==> src/rtl/spi_fifo_drain_arb.sv <==
// Round-robin drain sequencer for the read sides of N_CH FIFOs sharing one read clock.
// Pops up to BURST_MAX words per grant and presents them on a valid/ready stream.
module spi_fifo_drain_arb #(
  parameter int N_CH      = 4,
  parameter int WIDTH     = 20,
  parameter int BURST_MAX = 8,
  parameter int CH_W      = 2,
  parameter int CNT_W     = 4
) (
  input  logic                  clk,
  input  logic                  aclr_n,
  input  logic                  en,
  input  logic [N_CH-1:0]       rdempty,
  input  logic [N_CH*WIDTH-1:0] fifo_q,
  output logic [N_CH-1:0]       rdreq,
  output logic                  out_valid,
  output logic [WIDTH-1:0]      out_data,
  output logic [CH_W-1:0]       out_chan,
  output logic                  out_last,
  input  logic                  out_ready,
  output logic                  busy
);

  typedef enum logic [1:0] {
    S_IDLE,
    S_FETCH,
    S_LOAD,
    S_HOLD
  } state_t;

  localparam logic [CNT_W-1:0] LP_LAST_CNT = CNT_W'(BURST_MAX - 1);
  localparam logic [CH_W-1:0]  LP_LAST_CH  = CH_W'(N_CH - 1);

  state_t            r_state, w_state_nxt;
  logic [CH_W-1:0]   r_ptr, w_ptr_nxt;
  logic [CH_W-1:0]   r_g, w_g_nxt;
  logic [CNT_W-1:0]  r_burst_cnt, w_burst_cnt_nxt;
  logic              r_out_valid, w_out_valid_nxt;
  logic [WIDTH-1:0]  r_out_data, w_out_data_nxt;
  logic              r_out_last, w_out_last_nxt;

  logic              w_found;
  logic [CH_W-1:0]   w_pick;
  logic [CH_W-1:0]   w_idx;

  // Scan ptr, ptr+1, ... downward so the nearest non-empty channel is the last one written.
  // NOTE: every signal assigned in an always_comb gets a default at the top; a path that
  // leaves one unassigned would infer a latch.
  always_comb begin
    w_found = 1'b0;
    w_pick  = '0;
    w_idx   = '0;
    for (int k = N_CH - 1; k >= 0; k--) begin
      w_idx = CH_W'((int'(r_ptr) + k) % N_CH);
      if (!rdempty[w_idx]) begin
        w_found = 1'b1;
        w_pick  = w_idx;
      end
    end
  end

  always_comb begin
    w_state_nxt     = r_state;
    w_ptr_nxt       = r_ptr;
    w_g_nxt         = r_g;
    w_burst_cnt_nxt = r_burst_cnt;
    w_out_valid_nxt = r_out_valid;
    w_out_data_nxt  = r_out_data;
    w_out_last_nxt  = r_out_last;

    unique case (r_state)
      S_IDLE: begin
        if (en && w_found) begin
          w_g_nxt         = w_pick;
          w_burst_cnt_nxt = '0;
          w_state_nxt     = S_FETCH;
        end
      end
      S_FETCH: begin
        w_state_nxt = S_LOAD;
      end
      S_LOAD: begin
        // rdempty here already reflects the pop issued in FETCH, so an emptied FIFO ends the burst.
        w_out_data_nxt  = fifo_q[r_g*WIDTH +: WIDTH];
        w_out_last_nxt  = (r_burst_cnt == LP_LAST_CNT) | rdempty[r_g] | ~en;
        w_out_valid_nxt = 1'b1;
        w_burst_cnt_nxt = r_burst_cnt + 1'b1;
        w_state_nxt     = S_HOLD;
      end
      S_HOLD: begin
        if (r_out_valid && out_ready) begin
          w_out_valid_nxt = 1'b0;
          if (!r_out_last) begin
            w_state_nxt = S_FETCH;
          end else begin
            w_ptr_nxt   = (r_g == LP_LAST_CH) ? '0 : r_g + 1'b1;
            w_state_nxt = S_IDLE;
          end
        end
      end
      default: begin
        w_state_nxt = S_IDLE;
      end
    endcase
  end

  // NOTE: state registers use non-blocking assignments so every flop samples pre-edge values.
  always_ff @(posedge clk or negedge aclr_n) begin
    if (!aclr_n) begin
      r_state     <= S_IDLE;
      r_ptr       <= '0;
      r_g         <= '0;
      r_burst_cnt <= '0;
      r_out_valid <= 1'b0;
      r_out_data  <= '0;
      r_out_last  <= 1'b0;
    end else begin
      r_state     <= w_state_nxt;
      r_ptr       <= w_ptr_nxt;
      r_g         <= w_g_nxt;
      r_burst_cnt <= w_burst_cnt_nxt;
      r_out_valid <= w_out_valid_nxt;
      r_out_data  <= w_out_data_nxt;
      r_out_last  <= w_out_last_nxt;
    end
  end

  // Pop decoded from registered state only; the FIFOs have no underflow protection.
  always_comb begin
    rdreq = '0;
    if (r_state == S_FETCH) begin
      rdreq[r_g] = 1'b1;
    end
  end

  assign out_valid = r_out_valid;
  assign out_data  = r_out_data;
  assign out_chan  = r_g;
  assign out_last  = r_out_last;
  assign busy      = (r_state != S_IDLE);

endmodule

==> config.mk <==
export PLATFORM = sky130hd
export DESIGN_NAME = spi_fifo_drain_arb
export DESIGN_NICKNAME = d
export VERILOG_FILES = /design/src/rtl/spi_fifo_drain_arb.sv
export SDC_FILE = /design/constraint.sdc
export NUM_CORES = 1
export LEC_CHECK = 0
export ABC_AREA = 1
export BUFFER_PORTS_ARGS = -buffer_cell sky130_fd_sc_hd__clkbuf_2
export CORE_MARGIN = 3
export CORE_UTILIZATION = 41
export CTS_BUF_LIST = sky130_fd_sc_hd__clkbuf_16
export CTS_CLUSTER_DIAMETER = 50
export DETAILED_ROUTE_END_ITERATION = 10
export PLACE_DENSITY_LB_ADDON = 0.2
export SYNTH_ARGS = -nofsm -noshare
export SYNTH_HDL_FRONTEND = slang
export SYNTH_SLANG_ARGS = --single-unit
==> constraint.sdc <==
create_clock -name clk -period 1.5 [get_ports clk]
set_clock_uncertainty 0.15 [all_clocks]
set_input_delay 0.075 -clock clk [delete_from_list [all_inputs] [get_ports clk]]
set_output_delay 0.075 -clock clk [all_outputs]
set_load 0.005 [all_outputs]
Word-level counts from Yosys, hierarchy flattened:

Cells that the tools add are included.

* reduce and logical (&&, ||, !) cells: 12
* bitwise gates (word level): 3
* div/mod/pow operators: 0
* equal/unequal tests: 7
* add/sub/neg operators: 5
* shifts and indexed selects: 1
* $lt $le $gt $ge: 6
* multiplexer cells: 30
* multiply operators: 1

Operator list (count)
* $shiftx A80 B8 Y20: 1
* $lt A2 B3 Y1 const B: 5
* $mux W2: 7
* $mux W1: 12
* $bmux W1 S2: 5
* $mux W4: 2
* $pmux W2 S4: 1
* $pmux W4 S2: 1
* $reduce_and A2 Y1: 4
* $eq A2 B2 Y1 const B: 3
* $reduce_bool A2 Y1: 3
* $mul A2 B3 Y5 const B: 1
* $add A2 B1 Y2 const B: 2
* $add A2 B2 Y2 const B: 2
* $add A4 B1 Y4 const B: 1
* $eq A4 B3 Y1 const B: 1
* $ne A2 B2 Y1 const B: 2
* $logic_and A1 B1 Y1: 3
* $reduce_and A3 Y1: 1
* $demux W1 S2: 1
* $eq A2 B1 Y1 const B: 1
* $ge A2 B1 Y1 const B: 1
* $logic_not A2 Y1: 1
* $or A1 B1 Y1: 2
* other kinds (2): 2

* bits in read-only memories: 0
* bits in writable memories: 0
* register bits after elaboration: 32
* latch bits: 0
* memories kept: 0

Logic depth before layout (Yosys ltp):

Gate-level depths: netlist of run 1.

* depth in word-level cells: 10
* mapped depth: 11

Least setup slack after synthesis of run 1:

Ideal clock, no wire load.

* path type: reg-to-reg
* from: register r_g[0], in the netlist out_chan[0]
* to: register r_ptr[1]
* library setup time: 134 ps
* clock period less this slack: 1610 ps
* path buffers: 2
* data arrival time: 1326 ps
* required time: 1216 ps
* cell stages (with the launch flop): 7
* path slack: -110 ps
* cells stage by stage: dfrtp_1 > buf_2 > inv_1 > clkbuf_1 > ha_1 > nand2_1 > o21ai_0

* cells in the longest elaborated chain, start to end: 2

RTL lines
* start, declared: RTL line 36 `logic [CH_W-1:0] r_g, w_g_nxt;`
* start signal, assigned: RTL line 120 `r_g <= w_g_nxt;`
* $add A2 B1 Y2 / $eq A2 B2 Y1 (equally long branches): RTL line 96 `w_ptr_nxt = (r_g == LP_LAST_CH) ? '0 : r_g + 1'b1;`
* $mux W2 (*): RTL line 96
* end signal, assigned: RTL line 119 `r_ptr <= w_ptr_nxt;`
* end, declared: RTL line 35 `logic [CH_W-1:0] r_ptr, w_ptr_nxt;`

Mark *: on every way between the ends. The rest lies on a longest branch, timed or not.
A chain may end at the register's enable or synchronous reset.

Final worst setup path of run 1:

* from: register r_ptr[0]
* to: register r_state[0]

* cells in the longest elaborated chain, start to end: 10

RTL lines
* $add A2 B2 Y2: RTL line 54 `w_idx = CH_W'((int'(r_ptr) + k) % N_CH);`
* $bmux W1 S2: RTL line 55 `if (!rdempty[w_idx]) begin`
* $mux W1 (implied by the code): RTL line 55
* $mux W1 (3 in series): RTL line 55
* $mux W1 (*): RTL line 55
* $logic_and A1 B1 Y1 (*): RTL line 73 `if (en && w_found) begin`
* $ne A2 B2 Y1 (no source line) (*)
* $reduce_and A2 Y1 (no source line) (*)
* end signal, assigned: RTL line 118 `r_state <= w_state_nxt;`
* end, declared: RTL line 34 `state_t r_state, w_state_nxt;`

Mark *: on every way between the ends. The rest lies on a longest branch, timed or not. The select of a mux whose other input is x is not followed.

==> results of run 1 <==
==> layout make-up <==
cell class	count	share of cell area (%)
Multi-Input combinational cell	277	39.9
Sequential cell	32	20.7
Tap cell	70	2.25
Inverter	16	1.67
Clock inverter	3	1.10
Timing Repair Buffer	180	31.1
Clock buffer	5	3.22
==> flip-flops by register name (all words and copies together) (netlist names) <==
register and flops:
r_burst_cnt 4, out_last 1, r_state 2, out_valid 1, r_ptr 2, out_chan 2
out_data 20
==> per-stage QoR <==
step           setup WS, ns  cells
2_1_floorplan      0.000699    342
3_3_place_gp        -0.0267    527
3_5_place_dp         -0.101    527
4_1_cts             -0.0255    575
5_1_grt              -0.162    583
6_report            -0.0818    583
==> worst max-delay path by stage <==
stage,from,endpoint,slack [ns]
after floorplan,out_chan[0],r_ptr[1],0.0007
after global placement,r_state[0],r_burst_cnt[2],-0.03
after detailed placement,r_ptr[0],r_burst_cnt[2],-0.10
after CTS,r_ptr[0],r_state[0],-0.03
after global routing,r_ptr[0],r_state[1],-0.16
final,r_ptr[0],r_state[0],-0.08
==> synthesized netlist by cell type, types with 2 or more instances <==
cell type | instances | share of area (%)
a21oi_1 | 2 | 0.44
inv_1 | 15 | 2.5
o21ai_1 | 2 | 0.44
dfrtp_1 | 32 | 35
buf_2 | 3 | 0.66
nor3_1 | 2 | 0.44
ha_1 | 10 | 5.5
nand2_2 | 6 | 1.7
clkbuf_1 | 13 | 2.2
nand2_1 | 54 | 9.0
o21ai_0 | 48 | 11
nor2_1 | 110 | 18
nand3_1 | 13 | 2.9
a31oi_1 | 21 | 5.8
==> placed cells by master, fill, tap and decap left out, drive strengths merged <==
master / instances
clkinv: 2
bufinv: 1
dfrtp: 32
nor3b: 1
clkbuf: 121
and2: 1
buf: 27
o2111ai: 1
nor2: 110
a21oi: 2
a31oi: 21
o21ai: 50
ha: 10
nand3: 16
dlygate4sd3: 37
nand2: 61
nor3: 2
inv: 15
clkinvlp: 1
xor2: 1
a211o: 1
==> worst reg2reg max path: cells and delay by family (launching register included) <==
kind | cells | cell delay [ns]
flip-flops | 1 | 0.44
AND/OR/NAND/NOR | 9 | 0.72
buffers and inverters | 1 | 0.15
==> routing by layer <==
metal | vias to the layer above | global-route usage [%]
li1 | 1464 | -
met1 | 1399 | 29.9
met2 | 127 | 45.1
met3 | 14 | 5.38
met4 | 0 | 10.3
met5 | - | 0
==> what timing repair did <==
action,in CTS,in global routing
endpoints found under the setup margin,32,36
hold buffers,37,0
setup buffers,2,8
gates resized for setup,24,48
pin swaps,8,13
cloned,1,0
endpoints found under the hold margin,53,0
==> cell families after synthesis <==
group                    after synthesis  synth area share (%)
AND/OR/NAND/NOR                      190                  34.6
AO/OA/AOI/OAI                         75                  18.1
XOR/XNOR                               1                 0.388
adder cells (fa/ha/maj)               10                  5.54
buffers and inverters                 34                  5.98
flip-flops                            32                  35.4
==> power groups by stage <==
stage,registers (mW),logic (mW),clock network [mW]
6_report,1.60,4.76,1.17
5_1_grt,1.65,5.31,1.22
4_1_cts,1.56,4.12,1.18
3_5_place_dp,1.54,3.81,0
3_3_place_gp,1.54,3.74,0
2_1_floorplan,1.56,2.41,0
==> flow_summary_export.csv, run 1 <==
group,metric,value,unit
outcome,status,"finished, violations left",
outcome,violations,"negative hold slack, negative setup slack",
critical_path,worstPathRequired,1.52,ns
sta,fin_hold_ws,-0.00193,ns
yosys,syn_inst,342,
placed_design,gp_congestion,0.851,
final_layout,regArea,805,um2
grt,grt_pass1_wl,12.9,mm
drt,drc,0,
final_layout,antenna_cells,0,
placed_design,portBuffers,116,
power_and_ir_drop,netSwitchingPower,3.42,mW
critical_path,reg2reg_depth,10,
sta,setup_viol,10,
final_layout,fillers,393,
power_and_ir_drop,p_sw_share,45.4,%
critical_path,cp_common_cell,"nand2_4",
placed_design,hpwl,5.17,mm
drt,met3_wirelength,495,um
critical_path,crit_cells,10,
power_and_ir_drop,p_seq_share,21.2,%
power_and_ir_drop,power_frac_comb,63.3,%
sta,max_freq,0.632,GHz
critical_path,critPathKind,"flip-flop to flip-flop",
yosys,avgSynthCellArea,6.61,um2
cts,clk_path_buf_depth,2,
final_layout,multi_input_area,1550,um2
grt,grt_overflow,0,
critical_path,path_buf_inv,1,
sta,timing.final.crit_share,105,%
critical_path,r2r_end,"r_state[0]",
critical_path,arrival,1.60,ns
sta,rsz0062_at_grt,"true",
grt,gr-usage-all-layers,25.5,%
sta,tns,-0.602,ns
drt,wl,8.33,mm
die,initial_core_util,43.4,%
min_path,hp-class,"primary input to flip-flop",
critical_path,reg2reg_setup_slack,-0.08,ns
die,die_w,80.2,um
drt,met1Wirelength,3.21,mm
drt,antenna_left,0,
power_and_ir_drop,p_int,4.11,mW
cts,cts.clk_slew.worst_paths,0.06,ns
power_and_ir_drop,p_leak,1.96,nW
die,ios,117,
sta,report.final.slew_viol_count,0,
yosys,synth_fp_nets,440,
critical_path,cpMaxStageDelayCell,"dfrtp_2",
die,core_area,5200,um2
drt,dr.pass1.iters,4,
critical_path,critPathLaunchType,"flip-flop",
sta,slew_headroom,70.5,%
cts,clkLatencyLatePin,0.28,ns
grt,grt_max_degree,41,
critical_path,crit_chain,"clkinv_4 -> nand2_4 -> nand2_2 -> and2_4 -> nand3_4 -> nand2_4 -> nand2_4 -> nand2_4 -> nand2_1 -> nand2_1",
placed_design,dpl-instance-area,3020,um2
min_path,hold_path_end,"out_data[4]",
die,die_h,80.2,um
yosys,synth-seq-cells,32,
yosys,netlist_area,2260,um2
sta,hold_viol_final,1,
yosys,ys_warn_count,0,
die,num_rows,26,
critical_path,timing.rr.start,"r_ptr[0]",
grt,grt_antenna_before_repair,0,
drt,vias_per_cell,5.15,
critical_path,end_kind,"flip-flop",
final_layout,design_area,3880,um2
final_layout,utilization,74.6,%
final_layout,fin_nets,610,
power_and_ir_drop,pwr-share-clk,15.5,%
die,dieArea,6440,um2
cts,cts_root_buf,"clkbuf_16",
cts,cts.sinks,32,
sta,tightest_slew,0.442,ns
critical_path,slowest_delay,0.44,ns
critical_path,critPathTopFamily,"simple AND/OR/NAND/NOR gates",
run,cap_violations,0,
yosys,synth_edf_count,0,
power_and_ir_drop,power,7.53,mW
sta,setup_slack,-0.0818,ns
yosys,yosys_most_used_dff,"dfrtp_1",
yosys,synthDistinctLibCells,25,
power_and_ir_drop,worst_ir_drop_vdd,0.842,mV
power_and_ir_drop,power_density,1940,nW/um2
drt,routedWlPerCell,14.3,um
cts,htreeDepth,2,
cts,cts_buffers,5,
drt,highest_layer,"met4",
min_path,min_path_cells,3,
grt,grt_pass1_vias,2890,
final_layout,drive_gt1_share,39.6,%
sta,fin_crit,1.58,ns
yosys,ys_seq_area_share,35.4,%
drt,vias,3004,
yosys,ys_async_sr_fraction,100,%
min_path,hp-start,"fifo_q[64]",
final_layout,area_growth,71.9,%
cts,tritoncts,"built",
critical_path,crit_fanout,7,
drt,route.met2.wl,4.49,mm
drt,first_iter_violations,251,
(Power assumes the default switching activity.)
==> inputs of run 2 (changes only) <==
Settings changed: RECOVER_POWER set to 100.
==> flow_summary_export.csv, run 2 (synthesis results as in run 1) <==
group,metric,value,unit
die,dieArea,6440,um2
grt,grt_overflow,0,
final_layout,fin_nets,610,
final_layout,fillers,401,
min_path,hp-class,"primary input to flip-flop",
critical_path,crit_fanout,7,
cts,cts_root_buf,"clkbuf_16",
placed_design,placed_cells,527,
grt,grt_max_degree,41,
sta,slew_headroom,42.3,%
sta,rsz0062_at_grt,"true",
outcome,violations,"negative hold slack, negative setup slack",
final_layout,utilization,74.0,%
drt,antenna_left,0,
sta,max_freq,0.632,GHz
run,cap_violations,0,
cts,cts_buffers,5,
sta,setup_viol,10,
final_layout,largest_register_ffs,20,
critical_path,worstPathRequired,1.52,ns
final_layout,final_common_cell,"nor2_1",
sta,tightest_slew,0.865,ns
grt,gr-usage-all-layers,25.5,%
final_layout,area_growth,70.5,%
cts,htreeDepth,2,
sta,report.final.slew_viol_count,0,
drt,routedWlPerCell,14.4,um
drt,drc,0,
placed_design,portBuffers,116,
drt,first_iter_violations,265,
critical_path,end_kind,"flip-flop",
power_and_ir_drop,worst_ir_drop_vdd,0.821,mV
sta,fin_crit,1.58,ns
power_and_ir_drop,p_leak,1.91,nW
power_and_ir_drop,power_density,1940,nW/um2
cts,tritoncts,"built",
placed_design,hpwl,5.17,mm
die,core_area,5200,um2
outcome,status,"finished, violations left",
sta,tns,-0.615,ns
critical_path,critPathKind,"flip-flop to flip-flop",
cts,clkLatencyLatePin,0.28,ns
critical_path,critPathLaunchType,"flip-flop",
drt,vias,3035,
sta,hold_viol_final,1,
sta,timing.final.crit_share,106,%
final_layout,antenna_cells,0,
placed_design,gp_congestion,0.851,
sta,fin_hold_ws,-0.00204,ns
grt,grt_pass1_wl,12.9,mm
sta,setup_slack,-0.0833,ns
drt,dr.pass1.iters,5,
cts,cts.sinks,32,
die,initial_core_util,43.4,%
critical_path,arrival,1.60,ns
final_layout,instances_no_fill,583,
grt,grt_antenna_before_repair,0,
die,num_rows,26,
grt,grt_pass1_vias,2890,
drt,wl,8.37,mm
final_layout,drive_gt1_share,36.5,%
die,ios,117,
final_layout,layout_common_cells,"nor2_1, clkbuf_2, o21ai_0",
drt,vias_per_cell,5.21,
die,die_h,80.2,um
cts,cts.clk_slew.worst_paths,0.06,ns
cts,clk_path_buf_depth,2,
die,die_w,80.2,um
==> run 2: path summary, 6_finish.rpt <==
check	start	end	slack, ns	depth (start not counted)
worst min-delay path	fifo_q[64]	out_data[4]	-0.002	3
min in group asynchronous	aclr_n	r_state[0]	0.28	2
worst min register to register	out_data[9]	out_data[9]	0.39	2
worst max register to register	r_ptr[0]	r_state[0]	-0.08	10
worst max-delay path	r_ptr[0]	r_state[0]	-0.08	10
max in group asynchronous	aclr_n	r_ptr[1]	0.15	3
==> run 2: power breakdown <==
| group | total [mW] | leakage (nW) | internal (mW) | switching (mW) |
|---|---|---|---|---|
| sequential | 1.60 | 0.363 | 1.28 | 0.319 |
| combinational | 4.72 | 1.47 | 2.01 | 2.72 |
| clock | 1.17 | 0.0798 | 0.780 | 0.390 |
==> run 2: final cells by class <==
cell class              count  area (um2)  share of cell area, %
well taps                  70        87.6                   2.27
clock inverters             3        42.5                   1.10
clock buffers               5         125                   3.25
multi-input cells         277        1550                   40.2
flip-flops and latches     32         805                   20.9
inverters                  16        65.1                   1.69
repair buffers            180        1180                   30.6
==> run 2: critical path, stage by stage (launching register included) <==
cell and delay [ns]:
dfrtp_2 0.44, clkinv_4 0.15, nand2_4 0.10, nand2_2 0.06, and2_4 0.17, nand3_4 0.11, nand2_4 0.06, nand2_4 0.08
nand2_4 0.05, nand2_1 0.05, nand2_1 0.04
==> run 2: metrics by stage <==
stage / total power, mW / setup slack [ns] / instance area (um2)
2_1_floorplan: 3.97 / 0.000699 / 2260
3_3_place_gp: 5.27 / -0.0267 / 3020
3_5_place_dp: 5.34 / -0.101 / 3020
4_1_cts: 6.85 / -0.0255 / 3650
5_1_grt: 8.12 / -0.162 / 3850
6_report: 7.49 / -0.0833 / 3850
==> run 2: layer usage <==
metal | global-route usage (%) | wire length [um] | vias to the layer above
li1 | - | - | 1463
met1 | 29.9 | 3200 | 1409
met2 | 45.1 | 4480 | 142
met3 | 5.38 | 507 | 21
met4 | 10.3 | 181 | 0
met5 | 0 | 0 | -
==> run 2: timing repair <==
item,in CTS,in global routing
gates resized for setup,24,48
pin swaps,8,13
gates cloned,1,0
buffers inserted,2,8
hold buffers,37,0
endpoints found under the setup margin,32,36
endpoints found under the hold margin,53,0
==> inputs of run 3 (changes only) <==
Settings changed: CORE_UTILIZATION 41 to 49.
Clock period 1.5 ns to 1.85 ns, I/O delays scaled along.
==> flow_summary_export.csv, run 3 (synthesis results as in run 1) <==
group,metric,value,unit
cts,cts.sinks,32,
cts,postCtsSetupBuffers,0,
critical_path,worstPathRequired,1.87,ns
critical_path,crit_cells,8,
critical_path,timing.rr.start,"r_ptr[0]",
die,die_w,73.9,um
final_layout,fin_nets,579,
critical_path,arrival,1.72,ns
drt,dr.pass1.iters,5,
final_layout,layout_common_cells,"nor2_1, clkbuf_2, nand2_1",
critical_path,startpoint,"r_ptr[0]",
drt,routedWlPerCell,13.5,um
power_and_ir_drop,p_leak,1.70,nW
sta,timing.final.crit_share,91.8,%
critical_path,reg2reg_depth,8,
drt,vias_per_cell,5.22,
run,cap_violations,0,
sta,slew_headroom,13.1,%
cts,clkLatencyLatePin,0.27,ns
grt,grt_antenna_before_repair,0,
die,ios,117,
critical_path,crit_end,"out_chan[1]",
final_layout,final_common_cell,"nor2_1",
sta,tns,0,ns
die,dieArea,5460,um2
final_layout,largest_register_ffs,20,
sta,rsz0062_at_grt,"false",
placed_design,gp_congestion,0.953,
cts,cts.clk_slew.worst_paths,0.05,ns
cts,cts_buffers,5,
critical_path,critPathKind,"flip-flop to flip-flop",
sta,hold_viol_final,0,
final_layout,instances_no_fill,534,
drt,vias,2785,
grt,grt_pass1_wl,11.7,mm
critical_path,crit_chain,"inv_2 -> nand2_2 -> nand2_1 -> nand2_1 -> nand2_2 -> nand3_2 -> nand3_2 -> o21ai_1",
critical_path,end_kind,"flip-flop",
die,core_area,4410,um2
grt,grt_max_degree,33,
critical_path,critPathTopFamily,"simple AND/OR/NAND/NOR gates",
power_and_ir_drop,worst_ir_drop_vdd,0.775,mV
power_and_ir_drop,power_density,1520,nW/um2
critical_path,slowest_delay,0.45,ns
final_layout,drive_gt1_share,25.1,%
critical_path,r2r_end,"out_chan[1]",
drt,wl,7.21,mm
outcome,status,"complete, no violations",
grt,grt_pass1_vias,2676,
drt,first_iter_violations,184,
drt,antenna_left,0,
drt,drc,0,
die,initial_core_util,51.2,%
final_layout,fillers,360,
min_path,hp-start,"fifo_q[63]",
critical_path,crit_fanout,9,
min_path,hp-class,"primary input to flip-flop",
cts,tritoncts,"built",
placed_design,placed_cells,502,
grt,grt_overflow,0,
cts,cts-resized-gates,0,
die,die_h,73.9,um
critical_path,path_buf_inv,1,
grt,gr-usage-all-layers,27.5,%
critical_path,reg2reg_setup_slack,0.15,ns
final_layout,antenna_cells,0,
cts,htreeDepth,2,
sta,fin_crit,1.70,ns
placed_design,hpwl,5.05,mm
die,num_rows,24,
sta,max_freq,0.589,GHz
sta,setup_viol,0,
sta,report.final.slew_viol_count,0,
critical_path,cpMaxStageDelayCell,"dfrtp_1",
final_layout,area_growth,44.2,%
sta,tightest_slew,1.30,ns
cts,clk_path_buf_depth,2,
critical_path,critPathLaunchType,"flip-flop",
cts,cts_root_buf,"clkbuf_16",
placed_design,portBuffers,116,
==> run 3: cell types whose count changed in the layout (fill, tap and decap cells not counted), sizes merged <==
cell | previous run | this run
dlygate4sd3 | 37 | 24
bufinv | 1 | 0
clkinv | 2 | 1
buf | 27 | 8
clkinvlp | 1 | 0
clkbuf | 121 | 123
inv | 15 | 18
nand3 | 16 | 15
==> run 3: how the worst min path moves through the flow <==
stage                   end  slack (ns)  cells past startpoint
2_1_floorplan   out_chan[0]       -0.35                      0
3_3_place_gp       r_ptr[0]       -0.04                      1
3_5_place_dp    out_data[5]       -0.04                      1
4_1_cts        out_data[12]      0.0007                      3
5_1_grt         out_data[3]        0.02                      3
6_report        out_data[3]       0.001                      3
==> run 3: area by class of cell <==
cell class                      count  area (um2)  share of cell area, %
Tap cell                           52        65.1                   2.00
Clock inverter                      3        11.3                  0.346
Timing Repair Buffer              150         882                   27.1
Sequential cell                    32         801                   24.6
Inverter                           16        60.1                   1.84
Multi-Input combinational cell    276        1310                   40.3
Clock buffer                        5         125                   3.84
==> run 3: stage by stage <==
step | util [%] | setup WS, ns | power, mW | hold slack, ns | area (um2)
global placement | 66.1 | 0.282 | 4.09 | -0.0449 | 2920
global route | 73.8 | 0.0293 | 5.42 | 0.0240 | 3260
finish | 73.8 | 0.152 | 4.95 | 0.00129 | 3260
detailed placement | 66.1 | 0.238 | 4.17 | -0.0435 | 2920
CTS | 74.6 | 0.169 | 4.99 | 0.000698 | 3290
floorplan | - | 0.240 | 3.21 | -0.353 | 2260
==> run 3: routing by layer <==
layer / vias up / GRT usage, % / part of all wire [%]
li1: 1395 / - / -
met2: 154 / 46.9 / 50
met5: - / 0 / 0
met4: 0 / 8.65 / 1.9
met3: 18 / 7.66 / 9.2
met1: 1218 / 33.5 / 39
==> run 3: report_power, final <==
group | leakage [nW] | total, mW | switching (mW) | internal [mW]
registers | 0.366 | 1.28 | 0.250 | 1.03
logic | 1.26 | 2.90 | 1.77 | 1.13
clock network | 0.0738 | 0.769 | 0.285 | 0.483
total | 1.70 | 4.95 | 2.31 | 2.64
==> run 3: worst register-to-register path: cells and delay by family, from the launching register on <==
kind / cells / cell delay [ns]
simple gates: 6 / 0.61
buf+inv: 1 / 0.13
compound gates: 1 / 0.27
flops: 1 / 0.45
==> run 3: timing repair <==
action | CTS | global route
setup endpoints to repair | 0 | 0
hold buffers | 24 | 0
endpoints found under the hold margin | 37 | 0
